### config.mk
export PLATFORM = sky130hd
export DESIGN_NAME = cpu_stack_unit
export DESIGN_NICKNAME = d
export VERILOG_FILES = /design/src/rtl/stack_pkg.sv /design/src/rtl/stack_ram.sv /design/src/rtl/cpu_stack_unit.sv
export SDC_FILE = /design/constraint.sdc
export NUM_CORES = 1
export LEC_CHECK = 0
export ABC_AREA = 1
export CAP_MARGIN = 20
export CORE_MARGIN = 1.5
export CORE_UTILIZATION = 58
export CTS_BUF_LIST = sky130_fd_sc_hd__clkbuf_8 sky130_fd_sc_hd__clkbuf_16
export CTS_CLUSTER_DIAMETER = 100
export DETAILED_ROUTE_END_ITERATION = 10
export GPL_TIMING_DRIVEN = 0
export PLACE_DENSITY = 0.79
export SETUP_SLACK_MARGIN = 0.02
export SLEW_MARGIN = 20
export SYNTH_ARGS = -nofsm -noshare
export SYNTH_HDL_FRONTEND = slang
export SYNTH_SLANG_ARGS = --single-unit
### constraint.sdc
create_clock -name clk -period 2.7 [get_ports clk]
set_input_delay 0.405 -clock clk [delete_from_list [all_inputs] [get_ports clk]]
set_output_delay 0.405 -clock clk [all_outputs]
set_load 0.02 [all_outputs]
### src/rtl/stack_pkg.sv
// Shared stack defaults and the {push,pop} op encoding used by the controller.
// Latency: none (types and constants only).
// Backpressure: none (no handshake logic here).
package stack_pkg;

    localparam int DATA_W_DEF = 8;
    localparam int DEPTH_DEF  = 8;

    // Encoding is literally {push,pop}, so the controller can drive the op directly
    typedef enum logic [1:0] {
        OP_NOP  = 2'b00,
        OP_POP  = 2'b01,
        OP_PUSH = 2'b10,
        OP_REPL = 2'b11
    } stack_op_e;

endpackage

### src/rtl/stack_ram.sv
// DEPTH x DATA_W register array, one synchronous write port, one asynchronous read port.
// Latency: write lands on the rising edge; read is combinational from the address.
// Backpressure: none; out-of-range writes are dropped and out-of-range reads return 0.
module stack_ram #(
    parameter int DATA_W = 8,
    parameter int DEPTH  = 8,
    parameter int AW     = 4
) (
    input  logic              clk,
    input  logic              we,
    input  logic [AW-1:0]     wa,
    input  logic [DATA_W-1:0] wd,
    input  logic [AW-1:0]     ra,
    output logic [DATA_W-1:0] rd
);

    localparam logic [AW-1:0] DEPTH_A = AW'(DEPTH);

    logic [DATA_W-1:0] mem [DEPTH];

    // Storage is deliberately not reset; only the top level's count decides what is valid
    always_ff @(posedge clk) begin
        if (we && (wa < DEPTH_A)) begin
            mem[wa] <= wd;
        end
    end

    // Addresses past the last entry show up when count < 2; return 0 rather than X
    assign rd = (ra < DEPTH_A) ? mem[ra] : '0;

endmodule

### src/rtl/cpu_stack_unit.sv
// Operand/return stack with registered top-of-stack, occupancy count and sticky error flags.
// Latency: 1 cycle from push/pop to tos/count; back-to-back ops with no bubble.
// Backpressure: none; push when full / pop when empty are dropped and flagged sticky.
module cpu_stack_unit
    import stack_pkg::*;
#(
    parameter int DATA_W = DATA_W_DEF,
    parameter int DEPTH  = DEPTH_DEF,
    localparam int CNT_W = $clog2(DEPTH + 1)
) (
    input  logic              clk,
    input  logic              rst,
    input  logic              push,
    input  logic              pop,
    input  logic [DATA_W-1:0] din,
    input  logic              clr_err,
    output logic [DATA_W-1:0] tos,
    output logic [CNT_W-1:0]  count,
    output logic              empty,
    output logic              full,
    output logic              overflow,
    output logic              underflow
);

    localparam logic [CNT_W-1:0] FULL_CNT = CNT_W'(DEPTH);
    localparam logic [CNT_W-1:0] ONE      = CNT_W'(1);
    localparam logic [CNT_W-1:0] TWO      = CNT_W'(2);

    stack_op_e         op;
    logic              we;
    logic [CNT_W-1:0]  wa;
    logic [CNT_W-1:0]  ra;
    logic [DATA_W-1:0] rd_dat;
    logic [CNT_W-1:0]  count_nxt;
    logic [DATA_W-1:0] tos_nxt;
    logic              ovf_evt;
    logic              unf_evt;

    assign op    = stack_op_e'({push, pop});
    assign empty = (count == '0);
    assign full  = (count == FULL_CNT);

    // After a pop the new top is the entry just below the current top
    assign ra = count - TWO;

    stack_ram #(
        .DATA_W (DATA_W),
        .DEPTH  (DEPTH),
        .AW     (CNT_W)
    ) u_ram (
        .clk (clk),
        .we  (we),
        .wa  (wa),
        .wd  (din),
        .ra  (ra),
        .rd  (rd_dat)
    );

    // Op decode: next count/tos, RAM write and error events
    always_comb begin
        we        = 1'b0;
        wa        = count;
        count_nxt = count;
        tos_nxt   = tos;
        ovf_evt   = 1'b0;
        unf_evt   = 1'b0;
        case (op)
            OP_PUSH: begin
                if (!full) begin
                    we        = 1'b1;
                    wa        = count;
                    count_nxt = count + ONE;
                    tos_nxt   = din;
                end else begin
                    ovf_evt   = 1'b1;
                end
            end
            OP_POP: begin
                if (!empty) begin
                    count_nxt = count - ONE;
                    tos_nxt   = (count == ONE) ? '0 : rd_dat;
                end else begin
                    unf_evt   = 1'b1;
                end
            end
            OP_REPL: begin
                we      = 1'b1;
                tos_nxt = din;
                if (!empty) begin
                    // Overwrite the top in place; occupancy is unchanged even when full
                    wa = count - ONE;
                end else begin
                    // Nothing to pop: the push half still goes through
                    wa        = count;
                    count_nxt = ONE;
                    unf_evt   = 1'b1;
                end
            end
            default: begin
            end
        endcase
    end

    // Count and registered top-of-stack
    always_ff @(posedge clk or negedge rst) begin
        if (!rst) begin
            count <= '0;
            tos   <= '0;
        end else begin
            count <= count_nxt;
            tos   <= tos_nxt;
        end
    end

    // Sticky flags: a same-cycle error event beats clr_err
    always_ff @(posedge clk or negedge rst) begin
        if (!rst) begin
            overflow  <= 1'b0;
            underflow <= 1'b0;
        end else begin
            if (ovf_evt) begin
                overflow <= 1'b1;
            end else if (clr_err) begin
                overflow <= 1'b0;
            end
            if (unf_evt) begin
                underflow <= 1'b1;
            end else if (clr_err) begin
                underflow <= 1'b0;
            end
        end
    end

endmodule

==> results of run 1 <==
==> metal layers <==
layer  part of all wire  vias to the layer above
met3              0.090                       24
met4              0.026                        0
met5                  0                        -
li1                   -                     1431
met2               0.46                      136
met1               0.42                     1299
==> worst register-to-register path, cell delays in order, from the launching register on <==
cell	delay, ns
dfrtp_1	0.40
buf_4	0.22
clkinvlp_4	0.18
buf_4	0.23
ha_2	0.23
nand3_4	0.15
nand2_1	0.11
o21ai_1	0.25
nand2_1	0.19
nor2_4	0.29
==> state kept, by name, indices dropped and copies added (netlist names) <==
signal and cells:
count 4, underflow 1, tos 8, u_ram.mem 64
overflow 1
==> final timing paths <==
kind                          start              end
hold reg to reg            overflow         overflow
setup / recovery           count[1]  u_ram.mem[7][0]
min in group clk           overflow         overflow
setup reg to reg           count[1]  u_ram.mem[7][0]
hold / removal                  rst           tos[1]
max in group asynchronous       rst         count[0]
==> layout by cell type, fill, tap and decap left out <==
| master | synthesis | final |
|---|---|---|
| a21oi_1 | 3 | 3 |
| a21oi_2 | 8 | 8 |
| buf_12 | 1 | 2 |
| buf_2 | 5 | 4 |
| buf_4 | 2 | 3 |
| buf_6 | 2 | 2 |
| bufinv_16 | 0 | 2 |
| clkbuf_1 | 5 | 4 |
| clkbuf_8 | 0 | 9 |
| clkdlybuf4s15_1 | 0 | 1 |
| clkdlybuf4s50_1 | 0 | 26 |
| clkinv_1 | 1 | 1 |
| clkinv_2 | 0 | 1 |
| clkinv_4 | 0 | 1 |
| clkinvlp_4 | 0 | 1 |
| dfrtp_1 | 14 | 14 |
| dlygate4sd2_1 | 0 | 1 |
| edfxtp_1 | 64 | 64 |
| ha_1 | 11 | 10 |
| ha_2 | 0 | 1 |
| inv_1 | 86 | 86 |
| inv_2 | 5 | 5 |
| inv_6 | 0 | 2 |
| nand2_1 | 120 | 119 |
| nand2_2 | 1 | 2 |
| nand3_1 | 59 | 58 |
| nand3_4 | 2 | 3 |
| nand4_2 | 1 | 1 |
| nor2_1 | 24 | 16 |
| nor2_2 | 2 | 2 |
| nor2_4 | 0 | 8 |
| nor3_4 | 1 | 1 |
| nor3b_1 | 1 | 1 |
| o21ai_0 | 8 | 8 |
| o21ai_1 | 1 | 1 |
| o22ai_1 | 1 | 1 |
| xnor2_1 | 1 | 1 |
| xor2_1 | 1 | 1 |
==> logic make-up after synthesis <==
logic type      synth area share
compound gates           0.03465
xor+xnor                0.004451
fa+ha+maj                0.03496
buf+inv                   0.1135
flops                     0.5772
simple gates              0.2352
==> power by group through the flow <==
stage	combinational (uW)	clock, uW	sequential (uW)
global route	2430	997	1610
detailed placement	2060	0	1620
global placement	2010	0	1610
CTS	2070	959	1590
floorplan	1320	0	1700
finish	2230	957	1590
==> metrics by stage <==
stage | hold slack [ns] | utilization | power (uW) | instance area (um^2)
after floorplan | 0.1094 | - | 3021 | 3936
after global placement | 0.5121 | 0.6678 | 3619 | 4313
after detailed placement | 0.5206 | 0.6678 | 3672 | 4313
after CTS | 0.4554 | 0.7019 | 4621 | 4533
after global routing | 0.5064 | 0.7170 | 5033 | 4631
final | 0.4324 | 0.7170 | 4769 | 4631
==> area by class of cell <==
type	count	area, um^2
buffer	14	100.1
clock buffer	9	123.9
clock inverter	7	95.09
fill	469	1828
inverter	92	349.1
multi-input combinational	245	1295
sequential	78	2272
tap	77	96.34
timing repair buffer	29	299.0
==> timing repair <==
item	4_1_cts	5_1_grt
resized for setup	5	20
pin swaps	0	3
endpoints found under the setup margin	66	65
setup buffers	0	1
==> key figures, run 1 <==
Cells and area
  • Layout cells sized above 1: 0.1224
  • # diodes: 0
  • Final #Nets: 493
  • Non-filler instance count after layout: 551
  • Area growth from synthesis to layout: 17.64%

Clock tree
  • Root Driver: clkbuf_8
  • Clock latency on the worst-skew pair: 0.35 ns
  • Clk buf depth: 2
  • CTS tree: done
  • Hold buffer count at CTS: 0
  • Clock Sinks: 78
  • Reg clk slew, reported paths: 0.08 ns
  • CTS Buf Count: 9
  • Clock H-tree levels: 3

Power
  • Comb pwr share: 0.467
  • Switch Pwr: 1984 uW
  • Peak supply drop: 585.9 uV
  • Clock power frac: 0.201
  • Cell Int Power: 2785 uW
  • Flop pwr share: 0.333
  • Pwr dens: 1030 nW/um^2
  • Leakage: 0.002123 uW
  • Sw frac: 0.4161

Timing
  • Worst-margin pin slew: 0.6095 ns
  • Setup violators final: 0
  • Post-route setup slack: 0.1394 ns
  • Unrepaired setup endpoints after global routing: no
  • Slew HR: 0.5924
  • Final Hold Vio Count: 0
  • Tmin final: 2.561 ns
  • Period utilisation layout: 0.9484
  • Setup TNS: 0 ns
  • Worst clock skew: 0.009721 ns
  • Max Fclk: 390.5 MHz
  • Slew Viols, Final: 0

Worst setup path
  • CP peak stage delay: 0.40 ns
  • CP required: 2.73 ns
  • Worst Path Max Fanout: 14
  • Worst path cell trace: buf_4, clkinvlp_4, buf_4, ha_2, nand3_4, nand2_1, o21ai_1, nand2_1, nor2_4
  • Crit path capture type: flop
  • CP top delay family: simple AND/OR/NAND/NOR gates
  • Crit path kind: flop to flop
  • Buf+Inv Stages, Crit Path: 3
  • Crit-path slowest cell: dfrtp_1
  • Crit path DAT: 2.59 ns
  • FF-to-FF setup slack: 0.14 ns
  • Worst r2r path cells: 9
  • Number of cells on the critical path: 9
  • Worst Setup Start Kind: flop

Route
  • Via count: 2,890
  • Wire per inst: 15.21 um
  • # DRC: 2
  • Final wirelength: 8.383 mm
  • TritonRoute pass-1 iters: 8
  • Initial DRC Count: 345
  • Vias per cell: 5.245
  • Post-route ant nets: 0

Global routing
  • Total GRT Usage: 0.2495
  • Initial antenna violation count: 0
  • Global route hottest layer: met2
  • Met1 usage: 0.3501
  • Met3 Resource Use GR: 0.05156
  • Number of global-route vias before repair: 2,728
  • Met2 usage: 0.3730
  • Total gr overflow: 0
  • Largest net degree at the start of global routing: 21
  • First-pass GRT wire length: 13.46 mm

Yosys
  • Seq/Total Area, Yosys: 0.5772
  • Most common cell in the netlist: nand2_1
  • EDFF count, synth: 64
  • Synth cell count leaders: nand2_1, inv_1, edfxtp_1
  • Gate count after technology mapping: 430
  • Area contributors post-synth: edfxtp_1, nand2_1, dfrtp_1
  • Yosys reg bits: 78
  • Synth top area share: 0.4882
  • Cell Area, Synth: 3936 um^2
  • Avg Cell Area, Syn: 9.154 um^2
  • Synth Flop Type: edfxtp_1
  • Async SR Flop Fraction: 0.1795
  • Cell taking the most area after synthesis: edfxtp_1
  • Synthesis Warnings: 0
  • Syn_nets: 454
  • Cell variety after synth: 27

Place
  • Dpl hpwl: 5.715 mm
  • RD Place Congestion: 0.9068
  • Pre-CTS WS: -0.3202 ns
  • Placed cells: 535
  • I/O Buffers: 28

Hold path
  • HP Class: primary input to async pin

Floorplan
  • Die area: 7290 um^2
  • Starting Density: 0.6095
  • Die height: 85.38 um
  • DIE WIDTH: 85.38 um
  • Row count: 29
  • Ports: 29
  • Core footprint: 6459 um^2

Status
  • Status: finished, violations left
  • Failing checks: design-rule violations

Run
  • Maxcap violations: 0
No activity file was read; power rests on OpenSTA's default activity.
==> inputs of run 2 (changes only) <==
- ABC_AREA: 1 -> 0
- PLACE_DENSITY: 0.79 -> 0.8
- SYNTH_HIERARCHICAL: not set -> 1
==> run 2 against run 1 <==
The run now ends clean. Highest routed layer unchanged. Non-clock buffer count up 20. Routed wire length down 11%. Largest cell class unchanged. Register-to-register slack worse by 0.13 ns. Power up 1.6%. Largest power group unchanged.
==> key figures, run 2 <==
Cells and area
  • Non-filler instance count after layout: 375 (was 551)
  • # diodes: 0 (unchanged)
  • Top Registers: u_ram/mem: 64 flops, tos: 8 flops, count: 4 flops (was u_ram.mem: 64 flops, tos: 8 flops, count: 4 flops)
  • Area growth from synthesis to layout: 25.49% (was 17.64%)
  • Final #Nets: 319 (was 493)
  • Biggest register: u_ram/mem (was u_ram.mem)
  • Layout cells sized above 1: 0.2933 (was 0.1224)
  • Final design area excluding fillers: 4533 um^2 (was 4631 um^2)
  • Max reg flops: 64 (unchanged)
  • Commonest non-fill, non-tap cell in the layout: edfxtp_1 (was nand2_1)
  • Commonest non-fill, non-tap cells in the layout: edfxtp_1, clkdlybuf4s50_1, nor2_1, buf_4, a21oi_1 (was nand2_1, inv_1, edfxtp_1, nand3_1, clkdlybuf4s50_1)

Route
  • TritonRoute pass-1 iters: 5 (was 8)
  • Post-route ant nets: 0 (unchanged)
  • # DRC: 0 (was 2)
  • Via count: 2,221 (was 2,890)
  • Initial DRC Count: 161 (was 345)
  • Final wirelength: 7.461 mm (was 8.383 mm)
  • Vias per cell: 5.923 (was 5.245)
  • Wire per inst: 19.90 um (was 15.21 um)

Place
  • RD Place Congestion: 0.8461 (was 0.9068)
  • Dpl hpwl: 4.487 mm (was 5.715 mm)
  • Placed inst area: 4043 um^2 (was 4313 um^2)
  • Placed cells: 338 (was 535)
  • I/O Buffers: 28 (unchanged)

Yosys
  • Syn_nets: 259 (was 454)
  • Most common cell in the netlist: edfxtp_1 (was nand2_1)
  • Avg Cell Area, Syn: 15.37 um^2 (was 9.154 um^2)
  • EDFF count, synth: 64 (unchanged)
  • Cell taking the most area after synthesis: edfxtp_1 (unchanged)
  • Cell variety after synth: 44 (was 27)
  • Synth top area share: 0.5320 (was 0.4882)
  • Gate count after technology mapping: 235 (was 430)
  • Async SR Flop Fraction: 0.1795 (unchanged)
  • Synthesis Warnings: 6 (was 0)
  • Synth cell count leaders: edfxtp_1, nor2_1, a21oi_1 (was nand2_1, inv_1, edfxtp_1)
  • Seq/Total Area, Yosys: 0.6290 (was 0.5772)
  • Synth Flop Type: edfxtp_1 (unchanged)
  • Yosys reg bits: 78 (unchanged)
  • Area contributors post-synth: edfxtp_1, dfrtp_1, mux4_2 (was edfxtp_1, nand2_1, dfrtp_1)
  • Cell Area, Synth: 3612 um^2 (was 3936 um^2)

Timing
  • Setup violators final: 0 (unchanged)
  • Tmin final: 2.695 ns (was 2.561 ns)
  • Max Fclk: 371.0 MHz (was 390.5 MHz)
  • Worst-margin pin slew: 0.7207 ns (was 0.6095 ns)
  • Final Hold Vio Count: 0 (unchanged)
  • Slew HR: 0.5185 (was 0.5924)
  • Hold slack: 0.4391 ns (was 0.4324 ns)
  • Worst clock skew: 0.01263 ns (was 0.009721 ns)
  • Setup TNS: 0 ns (unchanged)
  • Period utilisation layout: 0.9983 (was 0.9484)
  • Slew Viols, Final: 0 (unchanged)
  • Unrepaired setup endpoints after global routing: yes (was no)

Global routing
  • Number of global-route vias before repair: 2,088 (was 2,728)
  • Largest net degree at the start of global routing: 15 (was 21)
  • First-pass GRT wire length: 11.03 mm (was 13.46 mm)
  • Total GRT Usage: 0.2350 (was 0.2495)
  • Initial antenna violation count: 0 (unchanged)
  • Total gr overflow: 0 (unchanged)

Clock tree
  • CTS tree: done (unchanged)
  • Clock Sinks: 78 (unchanged)
  • Clock latency on the worst-skew pair: 0.34 ns (was 0.35 ns)
  • CTS Buf Count: 9 (unchanged)
  • Clock H-tree levels: 3 (unchanged)
  • Reg clk slew, reported paths: 0.09 ns (was 0.08 ns)
  • Root Driver: clkbuf_8 (unchanged)
  • Clk buf depth: 2 (unchanged)
  • Hold buffer count at CTS: 0 (unchanged)

Floorplan
  • Core footprint: 5956 um^2 (was 6459 um^2)
  • Die height: 81.92 um (was 85.38 um)
  • Die area: 6710 um^2 (was 7290 um^2)
  • DIE WIDTH: 81.92 um (was 85.38 um)
  • Row count: 28 (was 29)
  • Ports: 29 (unchanged)
  • Starting Density: 0.6065 (was 0.6095)

Power
  • Peak supply drop: 703.5 uV (was 585.9 uV)
  • Pwr dens: 1069 nW/um^2 (was 1030 nW/um^2)
  • Total power: 4844 uW (was 4769 uW)
  • Leakage: 0.001701 uW (was 0.002123 uW)

Worst setup path
  • Worst Setup Start Kind: flop (unchanged)
  • CP required: 2.75 ns (was 2.73 ns)
  • Crit path capture type: flop (unchanged)
  • CP startpoint: count[1] (unchanged)
  • Worst Path Max Fanout: 8 (was 14)
  • Critical R2R Launch: count[1] (unchanged)
  • Crit path DAT: 2.75 ns (was 2.59 ns)
  • Crit path kind: flop to flop (unchanged)

Run
  • Maxcap violations: 0 (unchanged)

Hold path
  • HP Class: primary input to async pin (unchanged)

Status
  • Status: finished clean (was finished, violations left)
[run 2: repair_timing]
item	CTS	global route
pin swaps	6	4
resized for setup	16	2
buffers inserted	5	16
endpoints found under the setup margin	66	65
[run 2: logic make-up after synthesis]
| kind of cell | count (synthesis) | share of synthesized area |
|---|---|---|
| compound gates | 36 | 0.06928 |
| flops | 78 | 0.6290 |
| xor+xnor | 2 | 0.004850 |
| buf+inv | 23 | 0.04641 |
| fa+ha+maj | 11 | 0.03810 |
| simple gates | 59 | 0.07794 |
| mux | 26 | 0.1344 |
[run 2: routing by layer]
metal	routed length [um]	part of all wire	track usage	vias to the layer above
met5	0	0	0	-
met4	173	0.023	0.09831	0
met3	514	0.069	0.05000	13
met2	3742	0.50	0.3795	99
met1	3029	0.41	0.3107	1091
li1	-	-	-	1018
[run 2: power by group]
part / leakage [uW] / switching (uW) / total [uW] / internal (uW)
Clock: 0.000102 / 423 / 872 / 449
Sequential: 0.000748 / 88.5 / 1630 / 1540
Combinational: 0.000851 / 1200 / 2340 / 1150
Total: 0.00170 / 1710 / 4840 / 3130
[run 2: path summary, 6_finish.rpt]
kind | slack [ns] | cells past startpoint | endpoint
worst min register to register | 0.50 | 1 | underflow
max in group asynchronous | 1.82 | 1 | count[0]
worst min-delay path | 0.44 | 1 | tos[4]
worst max register to register | 0.005 | 10 | u_ram/mem[0][5]
worst max-delay path | 0.005 | 10 | u_ram/mem[0][5]
min in group clk | 0.50 | 1 | underflow
[run 2: final cells by class]
type,count,area (um^2)
Sequential cell,78,2275
Fill cell,361,1423
Multi-Input combinational cell,134,1280
Timing Repair Buffer,49,511.7
Clock buffer,10,137.6
Buffer,14,133.9
Tap cell,75,93.84
Clock inverter,6,61.31
Inverter,9,40.04
[run 2: critical path, stage by stage, from the launching register on]
cell and delay (ns):
dfrtp_2 0.46, inv_4 0.09, ha_4 0.12, or3b_4 0.37
buf_6 0.14, clkinvlp_4 0.11, nor3_2 0.07, a21o_2 0.20
or3b_4 0.47, nor3_4 0.22, buf_12 0.16
[run 2: through the flow]
step / util / setup WS, ns
floorplan: - / 0.02008
global placement: 0.6788 / -0.4700
detailed placement: 0.6788 / -0.5274
CTS: 0.7357 / 0.02514
global route: 0.7611 / -0.06800
finish: 0.7611 / 0.004532
==> inputs of run 3 (changes only) <==
- CORE_UTILIZATION: 58 -> 52
- PLACE_DENSITY: 0.8 -> 0.75
- clock period: 2.7 -> 2.2 ns (I/O delays scaled with it)
==> run 3 against run 2 <==
The run now ends with negative setup slack left. Power up 42%. Fmax up 3.4%. Clock-buffer cell count down 1. Sequential cell count unchanged. Global-route usage up 2.2 points. Hold slack worse by 0.018 ns. Routed wire length up 28%. Clock skew up 0.00087 ns. Final area up 9.4%. Combinational power up 67%. Core utilization down 2.7 points. Critical path type unchanged. Critical endpoint is now u_ram/mem[0][7].
==> key figures, run 3 (synthesis gave the netlist of run 2 again) <==
Route
  • Wire per inst: 23.49 um (was 19.90 um)
  • TritonRoute pass-1 iters: 5 (unchanged)
  • # DRC: 0 (unchanged)
  • Post-route ant nets: 0 (unchanged)
  • Initial DRC Count: 251 (was 161)
  • Final wirelength: 9.515 mm (was 7.461 mm)
  • Via count: 2,361 (was 2,221)
  • Vias per cell: 5.830 (was 5.923)

Timing
  • Unrepaired setup endpoints after global routing: yes (unchanged)
  • Worst-margin pin slew: 0.7685 ns (was 0.7207 ns)
  • Max Fclk: 383.4 MHz (was 371.0 MHz)
  • Slew HR: 0.4861 (was 0.5185)
  • Post-route setup slack: -0.4080 ns (was 0.004532 ns)
  • Setup TNS: -18.55 ns (was 0 ns)
  • Final Hold Vio Count: 0 (unchanged)
  • Setup violators final: 68 (was 0)
  • Hold slack: 0.4211 ns (was 0.4391 ns)
  • Tmin final: 2.608 ns (was 2.695 ns)
  • Slew Viols, Final: 0 (unchanged)
  • Period utilisation layout: 1.185 (was 0.9983)
  • Worst clock skew: 0.01349 ns (was 0.01263 ns)

Global routing
  • First-pass GRT wire length: 13.59 mm (was 11.03 mm)
  • Initial antenna violation count: 0 (unchanged)
  • Total gr overflow: 0 (unchanged)
  • Largest net degree at the start of global routing: 15 (unchanged)
  • Total GRT Usage: 0.2566 (was 0.2350)
  • Number of global-route vias before repair: 2,460 (was 2,088)

Place
  • Pre-CTS WS: -0.7346 ns (was -0.5274 ns)
  • Dpl hpwl: 4.870 mm (was 4.487 mm)
  • I/O Buffers: 28 (unchanged)
  • RD Place Congestion: 0.7325 (was 0.8461)

Power
  • Peak supply drop: 618.7 uV (was 703.5 uV)
  • Switch Pwr: 2560 uW (was 1710 uW)
  • Pwr dens: 1383 nW/um^2 (was 1069 nW/um^2)
  • Total power: 6859 uW (was 4844 uW)
  • Sw frac: 0.3733 (was 0.3529)
  • Comb pwr share: 0.568 (was 0.484)
  • Clock power frac: 0.140 (was 0.180)
  • Flop pwr share: 0.292 (was 0.336)
  • Leakage: 0.001893 uW (was 0.001701 uW)
  • Cell Int Power: 4298 uW (was 3135 uW)

Worst setup path
  • Crit path kind: flop to flop (unchanged)
  • CP required: 2.26 ns (was 2.75 ns)
  • CP peak stage delay: 0.48 ns (was 0.47 ns)
  • Worst path most repeated cell: buf_6 (was or3b_4)
  • Worst path cell trace: inv_4, ha_4, or3b_1, buf_6, clkinvlp_4, nor3_2, a21o_2, or3b_4, nor3_4, buf_6 (was inv_4, ha_4, or3b_4, buf_6, clkinvlp_4, nor3_2, a21o_2, or3b_4, nor3_4, buf_12)
  • Crit path to: u_ram/mem[0][7] (was u_ram/mem[0][5])
  • Crit path capture type: flop (unchanged)
  • Crit-path slowest cell: or3b_4 (unchanged)
  • Worst flop-to-flop path endpoint: u_ram/mem[0][7] (was u_ram/mem[0][5])
  • CP startpoint: count[1] (unchanged)
  • Critical R2R Launch: count[1] (unchanged)
  • Worst r2r path cells: 10 (unchanged)
  • Worst Setup Start Kind: flop (unchanged)
  • Worst Path Max Fanout: 5 (was 8)
  • Crit path DAT: 2.67 ns (was 2.75 ns)
  • FF-to-FF setup slack: -0.41 ns (was 0.005 ns)

Cells and area
  • Biggest register: u_ram/mem (unchanged)
  • Commonest non-fill, non-tap cells in the layout: edfxtp_1, buf_4, clkdlybuf4s50_1, nor2_1, buf_6 (was edfxtp_1, clkdlybuf4s50_1, nor2_1, buf_4, a21oi_1)
  • Layout cells sized above 1: 0.4154 (was 0.2933)
  • Max reg flops: 64 (unchanged)
  • Final #Nets: 344 (was 319)
  • Area growth from synthesis to layout: 37.31% (was 25.49%)
  • Sequential Area: 2276 um^2 (was 2275 um^2)
  • # diodes: 0 (unchanged)
  • Multi-input logic area: 1436 um^2 (was 1280 um^2)
  • Commonest non-fill, non-tap cell in the layout: edfxtp_1 (unchanged)
  • Top Registers: u_ram/mem: 64 flops, tos: 8 flops, count: 4 flops (unchanged)
  • Fill count: 412 (was 361)

Hold path
  • HP Class: primary input to async pin (unchanged)

Floorplan
  • Row count: 30 (was 28)
  • Core footprint: 6756 um^2 (was 5956 um^2)
  • Die area: 7455 um^2 (was 6710 um^2)
  • Ports: 29 (unchanged)
  • DIE WIDTH: 86.35 um (was 81.92 um)
  • Starting Density: 0.5346 (was 0.6065)
  • Die height: 86.35 um (was 81.92 um)

Clock tree
  • Hold buffer count at CTS: 0 (unchanged)
  • Clock H-tree levels: 3 (unchanged)
  • Clock Sinks: 78 (unchanged)
  • Clock latency on the worst-skew pair: 0.35 ns (was 0.34 ns)
  • Reg clk slew, reported paths: 0.09 ns (about the same)
  • CTS Buf Count: 9 (unchanged)
  • Root Driver: clkbuf_8 (unchanged)
  • CTS tree: done (unchanged)
  • Clk buf depth: 2 (unchanged)

Status
  • Status: finished, violations left (was finished clean)
  • Failing checks: negative setup slack

Run
  • Maxcap violations: 0 (unchanged)
run 3: critical path: cells and delay by family (launching register included):
| family | cells | cell delay [ns] |
|---|---|---|
| AOI/OAI and AO/OA | 1 | 0.22 |
| and+or+nand+nor | 4 | 1.06 |
| DFF | 1 | 0.44 |
| adders and majority gates | 1 | 0.14 |
| buffers and inverters | 4 | 0.45 |
run 3: how the worst min path moves through the flow:
| stage | start | end | slack, ns | cells past startpoint |
|---|---|---|---|---|
| final | rst | count[3] | 0.42 | 1 |
| after global routing | rst | tos[2] | 0.47 | 1 |
| after CTS | rst | tos[2] | 0.46 | 1 |
| after detailed placement | underflow | underflow | 0.48 | 1 |
| after global placement | underflow | underflow | 0.48 | 1 |
| after floorplan | rst | count[0] | 0.03 | 0 |
run 3: stage by stage:
stage,util,instance area (um^2),instances
6_report,0.7341,4960,405
3_5_place_dp,0.6080,4108,343
5_1_grt,0.7341,4960,405
2_1_floorplan,-,3727,235
3_3_place_gp,0.6080,4108,343
4_1_cts,0.7028,4748,394
run 3: layout make-up:
class | instances | area share
Multi-Input combinational cell | 134 | 0.2896
Buffer | 13 | 0.02977
Inverter | 9 | 0.008073
Clock buffer | 9 | 0.02497
Timing Repair Buffer | 75 | 0.1587
Tap cell | 80 | 0.02018
Sequential cell | 78 | 0.4589
Clock inverter | 7 | 0.009839
run 3: repair_timing:
item	in CTS	in global routing
setup endpoints to repair	74	78
hold endpoints to repair	0	0
buffers inserted	38	10
cloned	0	1
gates resized for setup	38	24
pin swaps	16	11
run 3: power groups by stage:
stage / Combinational, uW / Clock (uW) / Sequential, uW
floorplan: 1760 / 0 / 2130
global placement: 2490 / 0 / 2050
detailed placement: 2540 / 0 / 2070
CTS: 3300 / 958 / 1990
global route: 4090 / 1030 / 2030
finish: 3900 / 960 / 2000
run 3: layer usage:
metal  routed length [um]  global-route usage  up-vias  share of wire
met5                    0                   0        -              0
met4                  169             0.08065        0          0.018
met3                  623             0.06095       11          0.065
met2                 4922              0.4268      101           0.52
met1                 3799              0.3371     1187           0.40
li1                     -                   -     1062              -
